<file path="src/rtl/tqvp_xoshiro_fifo.sv">
// xoshiro128++ random word generator feeding a small FIFO behind a TinyQV-style register bus.
// Define XOSHIRO_JUMP_EN to build the 2^64-step jump engine (CTRL.JUMP); without it JUMP is ignored.
module tqvp_xoshiro_fifo #(
  parameter int           FIFO_DEPTH = 4,
  parameter logic [127:0] RESET_SEED = 128'h00000004_00000003_00000002_00000001
) (
  input  logic        clk,
  input  logic        rst_n,
  input  logic [7:0]  ui_in,
  output logic [7:0]  uo_out,
  input  logic [5:0]  address,
  input  logic [31:0] data_in,
  input  logic [1:0]  data_write_n,
  input  logic [1:0]  data_read_n,
  output logic [31:0] data_out,
  output logic        data_ready,
  output logic        user_interrupt
);

  localparam int         PTR_W   = (FIFO_DEPTH > 1) ? $clog2(FIFO_DEPTH) : 1;
  localparam logic [4:0] DEPTH_L = 5'(FIFO_DEPTH);

  localparam logic [5:0] ADDR_RND    = 6'h00;
  localparam logic [5:0] ADDR_SEED0  = 6'h04;
  localparam logic [5:0] ADDR_SEED1  = 6'h08;
  localparam logic [5:0] ADDR_SEED2  = 6'h0C;
  localparam logic [5:0] ADDR_SEED3  = 6'h10;
  localparam logic [5:0] ADDR_CTRL   = 6'h14;
  localparam logic [5:0] ADDR_STATUS = 6'h18;

  function automatic logic [127:0] xo_step(input logic [127:0] s);
    logic [31:0] s0, s1, s2, s3, t;
    s0 = s[31:0];
    s1 = s[63:32];
    s2 = s[95:64];
    s3 = s[127:96];
    t  = s1 << 9;
    s2 = s2 ^ s0;
    s3 = s3 ^ s1;
    s1 = s1 ^ s2;
    s0 = s0 ^ s3;
    s2 = s2 ^ t;
    s3 = {s3[20:0], s3[31:21]};
    return {s3, s2, s1, s0};
  endfunction

  logic [127:0]     state;
  logic [3:0][31:0] seed_shadow;
  logic             en, ie;
  logic [3:0]       thr;
  logic             busy, jump_start;

  logic [31:0]      fifo_mem [FIFO_DEPTH];
  logic [PTR_W-1:0] rd_ptr, wr_ptr;
  logic [4:0]       level;
  logic             empty, full, push, pop, flush;

  logic             read_done;
  logic [31:0]      read_word;

  logic [31:0]      gen_sum, gen_out;
  logic             wr_any, wr32, rd_any, rd32_rnd, rnd_sel, ctrl_wr, seed_load;
  logic             unused_ok;

  assign unused_ok = &{1'b0, ui_in};
  assign uo_out    = 8'h00;

  assign gen_sum = state[31:0] + state[127:96];
  assign gen_out = {gen_sum[24:0], gen_sum[31:25]} + state[31:0];

  assign wr_any    = (data_write_n != 2'b11);
  assign wr32      = (data_write_n == 2'b10);
  assign rd_any    = (data_read_n != 2'b11);
  assign rnd_sel   = (address == ADDR_RND);
  assign rd32_rnd  = rnd_sel && (data_read_n == 2'b10);
  assign ctrl_wr   = wr_any && (address == ADDR_CTRL);
  assign seed_load = wr32 && (address == ADDR_SEED3) && !busy;
  assign flush     = seed_load || jump_start;

  assign empty = (level == 5'd0);
  assign full  = (level == DEPTH_L);
  // A 32-bit RND transaction pops once; the remaining cycles replay read_word.
  assign pop   = rd32_rnd && !read_done && !busy && !empty;
  assign push  = en && !busy && !flush && (!full || pop);

`ifdef XOSHIRO_JUMP_EN
  localparam logic [127:0] JUMP_POLY = 128'h77f2db5b_6fa035c3_f542d2d3_8764000b;

  logic [6:0]   jump_cnt;
  logic [127:0] jump_acc, jump_acc_nxt;

  assign jump_start   = ctrl_wr && data_in[2] && !busy;
  assign jump_acc_nxt = JUMP_POLY[jump_cnt] ? (jump_acc ^ state) : jump_acc;

  always_ff @(posedge clk or negedge rst_n) begin
    if (!rst_n) begin
      busy     <= 1'b0;
      jump_cnt <= 7'd0;
      jump_acc <= '0;
    end else if (jump_start) begin
      busy     <= 1'b1;
      jump_cnt <= 7'd0;
      jump_acc <= '0;
    end else if (busy) begin
      jump_acc <= jump_acc_nxt;
      jump_cnt <= jump_cnt + 7'd1;
      if (jump_cnt == 7'd127) busy <= 1'b0;
    end
  end
`else
  assign busy       = 1'b0;
  assign jump_start = 1'b0;
`endif

  always_ff @(posedge clk or negedge rst_n) begin
    if (!rst_n) begin
      state <= RESET_SEED;
    end else if (seed_load) begin
      state <= {data_in, seed_shadow[2:0]};
`ifdef XOSHIRO_JUMP_EN
    end else if (busy) begin
      state <= (jump_cnt == 7'd127) ? jump_acc_nxt : xo_step(state);
`endif
    end else if (push) begin
      state <= xo_step(state);
    end
  end

  always_ff @(posedge clk or negedge rst_n) begin
    if (!rst_n) begin
      seed_shadow <= RESET_SEED;
      en          <= 1'b1;
      ie          <= 1'b0;
      thr         <= 4'd0;
    end else begin
      if (wr32 && !busy) begin
        case (address)
          ADDR_SEED0: seed_shadow[0] <= data_in;
          ADDR_SEED1: seed_shadow[1] <= data_in;
          ADDR_SEED2: seed_shadow[2] <= data_in;
          ADDR_SEED3: seed_shadow[3] <= data_in;
          default: ;
        endcase
      end
      if (ctrl_wr) begin
        en  <= data_in[0];
        ie  <= data_in[1];
        thr <= data_in[7:4];
      end
    end
  end

  always_ff @(posedge clk or negedge rst_n) begin
    if (!rst_n) begin
      rd_ptr <= '0;
      wr_ptr <= '0;
      level  <= 5'd0;
    end else if (flush) begin
      rd_ptr <= '0;
      wr_ptr <= '0;
      level  <= 5'd0;
    end else begin
      if (push) wr_ptr <= wr_ptr + PTR_W'(1);
      if (pop)  rd_ptr <= rd_ptr + PTR_W'(1);
      level <= level + 5'(push) - 5'(pop);
    end
  end

  always_ff @(posedge clk) begin
    if (push) fifo_mem[wr_ptr] <= gen_out;
  end

  always_ff @(posedge clk or negedge rst_n) begin
    if (!rst_n) begin
      read_done <= 1'b0;
      read_word <= 32'h0;
    end else if (!rd32_rnd) begin
      read_done <= 1'b0;
    end else if (!read_done && data_ready) begin
      read_done <= 1'b1;
      read_word <= data_out;
    end
  end

  always_comb begin
    data_out   = 32'h0;
    data_ready = 1'b0;
    if (rd_any) begin
      if (rnd_sel) begin
        if (read_done && rd32_rnd) begin
          data_out   = read_word;
          data_ready = 1'b1;
        end else if (busy) begin
          data_ready = 1'b0;
        end else if (!empty) begin
          data_out   = fifo_mem[rd_ptr];
          data_ready = 1'b1;
        end else if (!en) begin
          data_ready = 1'b1;
        end
      end else begin
        data_ready = 1'b1;
        case (address)
          ADDR_SEED0:  data_out = seed_shadow[0];
          ADDR_SEED1:  data_out = seed_shadow[1];
          ADDR_SEED2:  data_out = seed_shadow[2];
          ADDR_SEED3:  data_out = seed_shadow[3];
          ADDR_CTRL:   data_out = {24'h0, thr, 2'b00, ie, en};
          ADDR_STATUS: data_out = {24'h0, busy, full, empty, level};
          default:     data_out = 32'h0;
        endcase
      end
    end
  end

  assign user_interrupt = ie && (level >= {1'b0, thr}) && (thr != 4'd0);

endmodule

</file>
<file path="config.mk">
export PLATFORM = sky130hd
export DESIGN_NAME = tqvp_xoshiro_fifo
export DESIGN_NICKNAME = d
export VERILOG_FILES = /design/src/rtl/tqvp_xoshiro_fifo.sv
export SDC_FILE = /design/constraint.sdc
export NUM_CORES = 1
export LEC_CHECK = 0
export CAP_MARGIN = 20
export CORE_MARGIN = 5
export CORE_UTILIZATION = 47
export CTS_CLUSTER_SIZE = 24
export DETAILED_ROUTE_END_ITERATION = 8
export SYNTH_ARGS = -nofsm -noshare
export SYNTH_HDL_FRONTEND = slang
export SYNTH_SLANG_ARGS = --single-unit
</file>
<file path="constraint.sdc">
create_clock -name clk -period 9.8 [get_ports clk]
set_input_delay 1.96 -clock clk [delete_from_list [all_inputs] [get_ports clk]]
set_output_delay 1.96 -clock clk [all_outputs]
set_load 0.01 [all_outputs]
</file>
======== Word-level counts from Yosys, hierarchy flattened ========
Memory sizes are Yosys's and may differ from the RTL's.
Cells that the tools add are included.
Widths: inputs -> output; s select.
storage, ports and cells
  register bits after elaboration ......... 304
  RAM bits ................................ 128
  input bits .............................. 52
  output and inout port bits .............. 42
  word-level logic and storage cells ...... 85
  memories kept ........................... 1
memories
  name      words  bits a word  rd ports  clocked after Yosys merged registers in  wr ports  RTL line  RTL
  fifo_mem  4      32           1         0                                        1         53        logic [31:0] fifo_mem [FIFO_DEPTH];
operators by class
  $add $sub $neg .......................... 6
  order comparisons ....................... 1
  eq/ne operators ......................... 12
  multiplexer cells ....................... 21
  bitwise gates (word level) .............. 5
  reductions and logical operators ........ 26
operators with widths
  cell                 count
  $mux 128             2
  $pmux 32 s6          1
  $xor 32x32->32       5
  $mux 32              4
  $add 32x32->32       2
  $eq 6x5->1 const B   3
  $eq 6x4->1 const B   2
  $logic_and 1x1->1    11
  $reduce_and 2->1     5
  $mux 1               9
  $mux 2               4
  $eq 6x3->1 const B   1
  $logic_not 6->1      1
  $add 5x1->5          1
  $eq 5x3->1 const B   1
  $ge 5x4->1           1
  $logic_not 5->1      1
  $mux 5               1
  $sub 5x1->5          1
  $add 2x1->2 const B  2
  $eq 2x2->1 const B   2
  $logic_not 1->1      4
  $ne 2x2->1 const B   2
  $reduce_bool 2->1    2
  other kinds (3)      3

======== Depth between registers and ports, before layout ========
Gate-level depths: netlist of the first run.
  depth after elaboration ................. 9
  gate-level depth with buffers ........... 18
  mapped depth without buffers ............ 18

======== Worst setup path after synthesis of the first run ========
No wires, ideal clock.
  kind .................................... input-to-output
  start point ............................. input port data_read_n[0]
  end point ............................... output port data_out[16]
  arrival ................................. 3488 ps
  required time ........................... 7840 ps
  path slack .............................. 4352 ps
  stages on the path ...................... 7
  buffers on the path ..................... 2
  path through ............................ nand2b_1 > nor2_1 > clkbuf_1 > clkbuf_1 > a22o_1 > a21oi_1 > nor2_1
on the way
  word-level cells in the longest chain between the ends .. 6
  elaborated cells between the ends (all ways) .. 7
  classes of those cells .................. 2 x eq/ne; 3 x mux; 2 x reduce/logical
RTL lines
  what                RTL line  RTL
  start: declaration  14        input logic [1:0] data_read_n,
  $eq 2x2->1          75        assign rd32_rnd = rnd_sel && (data_read_n == 2'b10);
  $logic_and 1x1->1   75
  $logic_and 1x1->1   190       if (read_done && rd32_rnd) begin
  $mux 32             190
  $mux 32             189       if (rnd_sel) begin
  $mux 32 (*)         188       if (rd_any) begin
  end: declaration    15        output logic [31:0] data_out,
Mark *: on every way between the ends. The rest lies on a longest branch, timed or not.

======== Worst setup path after layout of the first run ========
  start point ............................. input port address[4]
  end point ............................... output port data_out[7]
on the way
  word-level cells in the longest chain between the ends .. 6
  elaborated cells between the ends (all ways) .. 13
  classes of those cells .................. 6 x eq/ne; 4 x mux; 3 x reduce/logical
RTL lines
  what                                                 RTL line  RTL
  start: declaration                                   11        input logic [5:0] address,
  branches (longest 4 deep; another with $pmux 32 s6)  n/a
  $mux 32 (*)                                          189
  $mux 32 (*)                                          188
Every way passes the cells marked *.

==> results.yml, run 1 <==
power_and_ir_drop:
  power.density_nw_per_um2: 443
  vdd_drop_max_mv: 0.283
  power.leakage_uw: 0.0105
routing:
  wl_per_cell_um: 24.1
  vias_per_cell: 5.84
  num_vias: 16400
  drtIter0Drc: 1412
  wl_um: 67700
  first_pass_iters: 6
  final_antenna_net_count: 0
  drc: 0
cells_and_area:
  antenna_cells: 0
  fin_nets: 2279
  n_fill_cell: 4371
  drive_gt1_share_pct: 13.9
  area_growth_pct: 12.6
floorplan:
  design.die.area_sq_um: 53300
  coreArea_sq_um: 48600
  initial_core_util_pct: 47.1
  io_pins: 94
  dieWidth_um: 231
  rows: 81
  die_h_um: 231
placement:
  place.gp.congestion: 0.914
  dp_hpwl_um: 46600
  portBuffers: 77
synth:
  ys_ff_latch: 432
  synth_top_family_by_area: "compound AO/OA/AOI/OAI gates"
  synth_compound_area_share_pct: 13.8
  synth_xor_area_share_pct: 9.42
  synth_seq_area_share_pct: 50.0
  yosysTopAreaCell: "dfrtp_1"
  synth_area_sq_um: 22900
  synth_fa_ha_area_share_pct: 4.41
  ys.warnings.count: 0
  synth-simple-area-share_pct: 10.4
  avgSynthCellArea_sq_um: 10.9
  yosysTopAreaCellShare_pct: 32.0
  synth-edff-count: 128
  ys_async_sr_fraction_pct: 70.4
  yosys-mux-area-fraction_pct: 9.07
  synth_area_leaders: "dfrtp_1 32%, edfxtp_1 17%, xnor2_1 7.9%, mux2_2 5.8%, nand2_1 5.0%"
  synthDistinctLibCells: 78
  yosys.cell_count.top_type: "nand2_1"
  synth_common_cells: "308 x nand2_1, 293 x dfrtp_1, 208 x xnor2_1"
  synthCells: 2109
  synth-main-ff-cell: "dfrtp_1"
clock_tree:
  cts_tree: "built"
  numClockSinks: 432
  post_cts_buffers: 0
  clock_latency_ps: 600
  cts_buffer_depth: 3
  clk_pin_slew_ps: 60
  cts_made_buffers: 48
  holdBufCountCts: 0
  ctsResizeCount: 0
  cts_root_buffer: "clkbuf_16"
  cts_max_level: 2
grt:
  grt_pass1_wl_um: 103000
  grt_max_degree: 119
  antenna_found_initial: 0
  overflow: 0
  track_usage_pct: 25.3
  grt_pass1_vias: 16300
timing:
  setup_viol: 0
  tns_ps: 0
  fin_skew_ps: 19.3
  period_minus_slack_ps: 7140
  rsz0062_at_grt: "false"
  relSlewSlack_pct: 26.2
  worst_pin_slew_ps: 1100
  clock.fmax_ghz: 0.140
  timing.hold.ws_ps: 470
  fin_crit_sh_pct: 72.9
  hold_viol: 0
  slew_violations: 0
critical_path:
  path_max_fanout: 25
  cp.required_ps: 7840
  start_kind: "input port"
  critical_path_arrival_ps: 5180
  worstSetupEndpointType: "primary output"
  worst-setup-path-type: "in -> out"
run:
  cap_violations: 0
outcome:
  outcome: "completed"
min_path:
  worstHoldPathType: "reg -> reg"
## layout make-up
class                   instances  area [sq um]  area share, %
repair buffers                103           981           3.80
inverters                      33           124          0.480
multi-input cells            1530         10900           42.1
clock inverters                12           174          0.674
clock buffers                  76          1430           5.53
flip-flops and latches        432         11500           44.4
well taps                     622           778           3.01
## cell usage in the layout, fill, tap and decap left out, types with 24 or more instances in the layout
cell type        instances
xor2_1                  36
xnor2_1                208
dfrtp_1                292
clkdlybuf4s50_1         76
mux2_2                 119
buf_4                   24
mux4_2                  32
o21ai_1                 74
ha_1                    76
nor2_1                 118
a31oi_1                 25
nand2_1                306
o21ai_0                100
a21oi_1                110
edfxtp_1               128
clkbuf_16               50
a22oi_1                 55
a22o_1                  37
inv_1                   33
a21o_1                  25
## power breakdown
| part | switching, uW | total [uW] | internal [uW] |
|---|---|---|---|
| logic | 3500 | 5820 | 2310 |
| registers | 584 | 3800 | 3220 |
| clock network | 728 | 1830 | 1100 |
## worst max-delay path: stages
cell and delay (ps):
clkdlybuf4s50_1 530, nor3_2 250, and3_1 600, buf_4 540
a222oi_1 310, a31oi_1 370, clkdlybuf4s50_1 610
## metal layers
layer	global-route usage [%]	wire length, um	up-vias	part of all wire [%]
li1	-	-	7578	-
met1	35.1	30100	8264	45
met2	41.6	32200	444	48
met3	3.49	3070	101	4.5
met4	8.01	2250	0	3.3
met5	0	0	-	0
## cell families after synthesis
family | after synthesis
compound gates | 502
xor+xnor | 245
fa+ha+maj | 79
buf+inv | 154
flops | 432
mux | 153
other cells | 1
simple gates | 543
## through the flow
stage / utilization [%] / cell area, sq um / cells / setup slack [ps] / power, uW
floorplan: - / 23000 / 2116 / 4350 / 7920
global placement: 49.7 / 24200 / 2718 / 2750 / 9420
detailed placement: 49.8 / 24200 / 2719 / 2750 / 9590
CTS: 53.1 / 25800 / 2807 / 2740 / 11500
global route: 53.1 / 25800 / 2808 / 2580 / 12300
finish: 53.1 / 25800 / 2808 / 2660 / 11400
## final timing paths
kind / startpoint / end / slack [ps] / cells after the start
setup / recovery: address[4] / data_out[7] / 2660 / 7
hold / removal: seed_shadow[98]$_DFFE_PN1P_ / seed_shadow[98]$_DFFE_PN1P_ / 470 / 2
setup reg to reg: state[8]$_DFFE_PN0P_ / fifo_mem[3][18]$_DFFE_PP_ / 4110 / 16
hold reg to reg: seed_shadow[98]$_DFFE_PN1P_ / seed_shadow[98]$_DFFE_PN1P_ / 470 / 2
max in group asynchronous: rst_n / read_word[25]$_DFFE_PN0P_ / 6800 / 2
min in group asynchronous: rst_n / seed_shadow[39]$_DFFE_PN0P_ / 1440 / 1
## sequential cells by signal, indices dropped and copies added, names as in the netlist
| name | cells |
|---|---|
| thr | 4 |
| ie | 1 |
| en | 1 |
| rd_ptr | 2 |
| seed_shadow | 128 |
| fifo_mem | 128 |
| state | 128 |
| read_done | 1 |
| wr_ptr | 2 |
| read_word | 32 |
| level | 5 |
Note: power is estimated with default switching activity, not from simulation.
==> run 2: changes to the inputs <==
Clock period 9.8 ns to 7 ns, I/O delays scaled along.
==> run 2 against run 1 <==
Against the previous run: critical path type unchanged; clock skew rose by 7.2 ps; non-clock buffer count increased by 10; cell area grew 1.4%; total power grew 44%; via count up 0.21%; sequential share of layout area fell by 0.63 points.
==> results.yml, run 2 (same netlist as run 1, synthesis figures left out) <==
timing:
  clock.fmax_ghz: 0.170
  fin_skew_ps: 26.5
  timing.hold.ws_ps: 474
  worst_pin_slew_ps: 905
  relSlewSlack_pct: 39.7
  rsz0062_at_grt: "false"
  fin_crit_sh_pct: 83.8
  tns_ps: 0
  slew_violations: 0
  period_minus_slack_ps: 5870
  hold_viol: 0
  setup_viol: 0
placement:
  place.gp.congestion: 0.902
  portBuffers: 77
  dp_hpwl_um: 46900
cells_and_area:
  drive_gt1_share_pct: 14.8
  area_growth_pct: 14.2
  final_cell_mix: "306 x nand2_1, 292 x dfrtp_1, 208 x xnor2_1"
  top_regs: "fifo_mem: 128 flops, seed_shadow: 128 flops, state: 128 flops"
  final_common_cell: "nand2_1"
  fin_nets: 2289
clock_tree:
  cts_buffer_depth: 3
  cts_max_level: 2
  post_cts_buffers: 0
  cts_tree: "built"
  cts_root_buffer: "clkbuf_16"
  ctsResizeCount: 0
  clk_pin_slew_ps: 60
  numClockSinks: 432
  clock_latency_ps: 600
  holdBufCountCts: 0
  cts_made_buffers: 48
routing:
  drc: 0
  vias_per_cell: 5.83
  final_antenna_net_count: 0
  num_vias: 16400
  wl_per_cell_um: 24.0
  first_pass_iters: 7
  wl_um: 67500
  drtIter0Drc: 1374
critical_path:
  crit_path_start: "address[4]"
  worst_r2r_startpoint: "state[7]$_DFFE_PN0P_"
  critical_path_arrival_ps: 4470
  cp_cell_sequence: "clkdlybuf4s50_1 > nor3_2 > and3_1 > buf_12 > a22oi_1 > a31oi_1 > clkdlybuf4s50_1"
  ff2ff_path_depth: 16
  cp.required_ps: 5600
  cp_common_cell: "clkdlybuf4s50_1"
  start_kind: "input port"
  worst-setup-path-type: "in -> out"
  cpPeakStageDelay_ps: 780
  worstSetupEndpointType: "primary output"
  critPathSlowestCell: "and3_1"
  path_max_fanout: 15
power_and_ir_drop:
  seq_power_share_pct: 32.4
  switching_power_uw: 6840
  p_int_uw: 9590
  combPwrFrac_pct: 50.0
  vdd_drop_max_mv: 0.400
  power.leakage_uw: 0.0107
  power.density_nw_per_um2: 628
  clkPwrFrac_pct: 17.6
  switching_share_pct: 41.6
floorplan:
  coreArea_sq_um: 48600
  io_pins: 94
  design.die.area_sq_um: 53300
  initial_core_util_pct: 47.1
  rows: 81
  dieWidth_um: 231
  die_h_um: 231
run:
  cap_violations: 0
grt:
  overflow: 0
  track_usage_pct: 25.3
  antenna_found_initial: 0
  grt_max_degree: 121
  grt_pass1_wl_um: 103000
  grt_pass1_vias: 16400
min_path:
  min_path_cells: 2
  worstHoldPathType: "reg -> reg"
  hp-start: "seed_shadow[98]$_DFFE_PN1P_"
outcome:
  outcome: "completed"
## run 2: worst max-delay path: cells and delay by family
family	cells	cell delay, ps
AO/OA/AOI/OAI	2	560
buffers and inverters	3	1430
AND/OR/NAND/NOR	2	1040
## run 2: area by class of cell
| type | count | area, sq um |
|---|---|---|
| antenna | 1 | 2.50 |
| multi-input combinational | 1530 | 10900 |
| clock buffer | 56 | 1280 |
| fill | 4214 | 22500 |
| timing repair buffer | 113 | 1130 |
| inverter | 33 | 124 |
| tap | 622 | 778 |
| sequential | 432 | 11500 |
| clock inverter | 32 | 541 |
## run 2: worst paths after layout
path                                                to  slack (ps)
hold reg to reg            seed_shadow[98]$_DFFE_PN1P_         470
max in group asynchronous    read_word[27]$_DFFE_PN0P_        4830
setup reg to reg             fifo_mem[0][31]$_DFFE_PP_        1310
min in group asynchronous   seed_shadow[5]$_DFFE_PN0P_         870
hold / removal             seed_shadow[98]$_DFFE_PN1P_         470
setup / recovery                          data_out[19]        1130
## run 2: routing by layer
layer | wire length (um) | up-vias | global-route usage (%)
li1 | - | 7597 | -
met1 | 29500 | 8236 | 35.1
met2 | 31900 | 480 | 41.2
met3 | 3580 | 108 | 3.60
met4 | 2550 | 0 | 8.86
met5 | 0 | - | 0
## run 2: power groups by stage
stage          clock network (uW)  logic (uW)  registers (uW)
2_1_floorplan                   0        6090            5010
3_3_place_gp                    0        7900            5340
3_5_place_dp                    0        8070            5370
4_1_cts                      2960        8160            5330
5_1_grt                      3070        9100            5400
6_report                     2900        8210            5320
## run 2: through the flow
| stage | area [sq um] | total power, uW | cells | setup WS [ps] | utilization (%) |
|---|---|---|---|---|---|
| floorplan | 23000 | 11100 | 2116 | 2670 | - |
| global placement | 24400 | 13200 | 2729 | 1230 | 50.1 |
| detailed placement | 24400 | 13400 | 2729 | 1230 | 50.1 |
| CTS | 26200 | 16500 | 2817 | 1190 | 53.8 |
| global route | 26200 | 17600 | 2818 | 1040 | 53.8 |
| finish | 26200 | 16400 | 2819 | 1130 | 53.8 |
==> run 3: changes to the inputs <==
Settings changed: PLACE_DENSITY set to 0.67.
Clock period 7 ns to 5.2 ns, I/O delays scaled along.
==> run 3 against run 2 <==
Against the previous run: die area is the same; global-route usage grew 0.43 points; sequential share of layout area fell by 0.31 points; critical path depth up 10; combinational power up 50%; clock power grew 16%; total power increased by 38%; routed wire length increased by 2.5%; non-clock buffer count up 53; clock skew down 13 ps; core utilization grew 0.38 points; sequential power up 31%; critical path type is now reg -> reg; critical endpoint is now fifo_mem[1][24]$_DFFE_PP_; highest routed layer unchanged.
==> results.yml, run 3 (same netlist as run 1, synthesis figures left out) <==
outcome:
  outcome: "completed"
routing:
  first_pass_iters: 6
  final_antenna_net_count: 0
  vias_per_cell: 5.92
  drc: 0
  drtIter0Drc: 1654
  wl_met1_um: 29200
  top_layer: "met4"
  wl_um: 69200
  met2_length_um: 33200
  wl_per_cell_um: 24.1
  num_vias: 17000
  met3_length_um: 3750
placement:
  dp_hpwl_um: 48800
  place.gp.congestion: 0.910
  portBuffers: 77
  dp.cells: 2781
critical_path:
  worstSetupEndpointType: "register"
  cpPeakStageDelay_ps: 560
  critPathSlowestCell: "dfstp_2"
  path_max_fanout: 7
  cp_cell_sequence: "ha_1 > nor2b_1 > o31a_1 > o21ai_1 > nand2_1 > o2bb2ai_1 > a221o_1 > a211o_1 > ha_1 > nand2_1 > nor2_1 > o31ai_2 > o31a_1 > o41a_1 > o31ai_1 > xor2_1 > buf_4"
  worst-setup-path-type: "reg -> reg"
  start_kind: "register"
  critical_path_arrival_ps: 5400
  reg2reg_slack_ps: 260
  cp.required_ps: 5650
cells_and_area:
  antenna_cells: 0
  top_regs: "fifo_mem: 128 flops, seed_shadow: 128 flops, state: 128 flops"
  fin_nets: 2340
  final_common_cell: "nand2_1"
  stdcell_count: 2867
  drive_gt1_share_pct: 16.6
  area_growth_pct: 15.0
  final_cell_mix: "308 x nand2_1, 292 x dfrtp_1, 206 x xnor2_1"
  n_fill_cell: 4275
timing:
  clock.fmax_ghz: 0.202
  hold_viol: 0
  worst_pin_slew_ps: 875
  tns_ps: 0
  setup_viol: 0
  fin_crit_sh_pct: 95.1
  period_minus_slack_ps: 4940
  fin_skew_ps: 13.7
  slew_violations: 0
  relSlewSlack_pct: 41.5
  rsz0062_at_grt: "false"
power_and_ir_drop:
  power.density_nw_per_um2: 859
  vdd_drop_max_mv: 0.629
  power.leakage_uw: 0.0109
clock_tree:
  cts_max_level: 2
  numClockSinks: 432
  cts_tree: "built"
  cts_buffer_depth: 3
  cts_root_buffer: "clkbuf_16"
  clk_pin_slew_ps: 60
  cts_made_buffers: 46
  clock_latency_ps: 590
min_path:
  worstHoldPathType: "reg -> reg"
floorplan:
  design.die.area_sq_um: 53300
  coreArea_sq_um: 48600
  io_pins: 94
  die_h_um: 231
  dieWidth_um: 231
  initial_core_util_pct: 47.1
  rows: 81
grt:
  grt_max_degree: 130
  grt_pass1_wl_um: 106000
  grt_pass1_vias: 17000
  overflow: 0
  track_usage_pct: 25.8
  antenna_found_initial: 0
run:
  cap_violations: 0
-- run 3: cell count changes in the layout (fill, tap and decap cells not counted), moves of 3 or more --
cell | before | now
bufinv_16 | 14 | 4
buf_4 | 28 | 79
clkbuf_1 | 3 | 13
clkinvlp_4 | 3 | 0
buf_12 | 7 | 10
-- run 3: what timing repair did --
action	CTS	global route
buffers inserted	0	2
gates resized for setup	0	8
endpoints found under the setup margin	0	40
hold buffers	0	0
-- run 3: power by group --
group	total (uW)	switching (uW)	leakage [uW]	internal (uW)
clock network	3370	1380	0.000759	1990
logic	12300	7160	0.00504	5170
registers	6950	887	0.00506	6060
-- run 3: layout make-up --
class	count	area, sq um	area share, %
repair buffers	166	1570	5.95
clock buffers	68	1350	5.10
multi-input cells	1530	10900	41.4
well taps	622	778	2.95
inverters	33	124	0.470
clock inverters	16	186	0.707
flip-flops and latches	432	11500	43.5
-- run 3: final timing paths --
kind | startpoint | endpoint | cells past startpoint
worst max-delay path | state[98]$_DFFE_PN1P_ | fifo_mem[1][24]$_DFFE_PP_ | 17
worst min-delay path | seed_shadow[98]$_DFFE_PN1P_ | seed_shadow[98]$_DFFE_PN1P_ | 2
worst max register to register | state[98]$_DFFE_PN1P_ | fifo_mem[1][24]$_DFFE_PP_ | 17
worst min register to register | seed_shadow[98]$_DFFE_PN1P_ | seed_shadow[98]$_DFFE_PN1P_ | 2
max in group asynchronous | rst_n | seed_shadow[62]$_DFFE_PN0P_ | 2
min in group asynchronous | rst_n | seed_shadow[68]$_DFFE_PN0P_ | 1
-- run 3: per-layer routing --
metal	vias to the layer above	track usage [%]
met5	-	0
met2	574	42.5
met1	8581	34.9
li1	7686	-
met4	0	10.7
met3	126	3.01
-- run 3: per-stage QoR --
stage / hold slack [ps] / worst slack, ps / area, sq um / total power, uW / util [%]
final: 461 / 256 / 26400 / 22600 / 54.2
after global routing: 486 / 14.6 / 26400 / 24100 / 54.2
after CTS: 460 / 143 / 26300 / 22400 / 54.1
after detailed placement: 450 / 208 / 24800 / 18900 / 51.0
after global placement: 452 / 233 / 24800 / 18600 / 51.0
after floorplan: 439 / 881 / 23000 / 14900 / -
-- run 3: worst max-delay path, delay by kind of cell (launching register included) --
kind / cells / cell delay [ps]
fa+ha+maj: 2 / 660
simple gates: 4 / 610
buf+inv: 1 / 180
xor+xnor: 1 / 290
compound gates: 9 / 2510
flops: 1 / 560
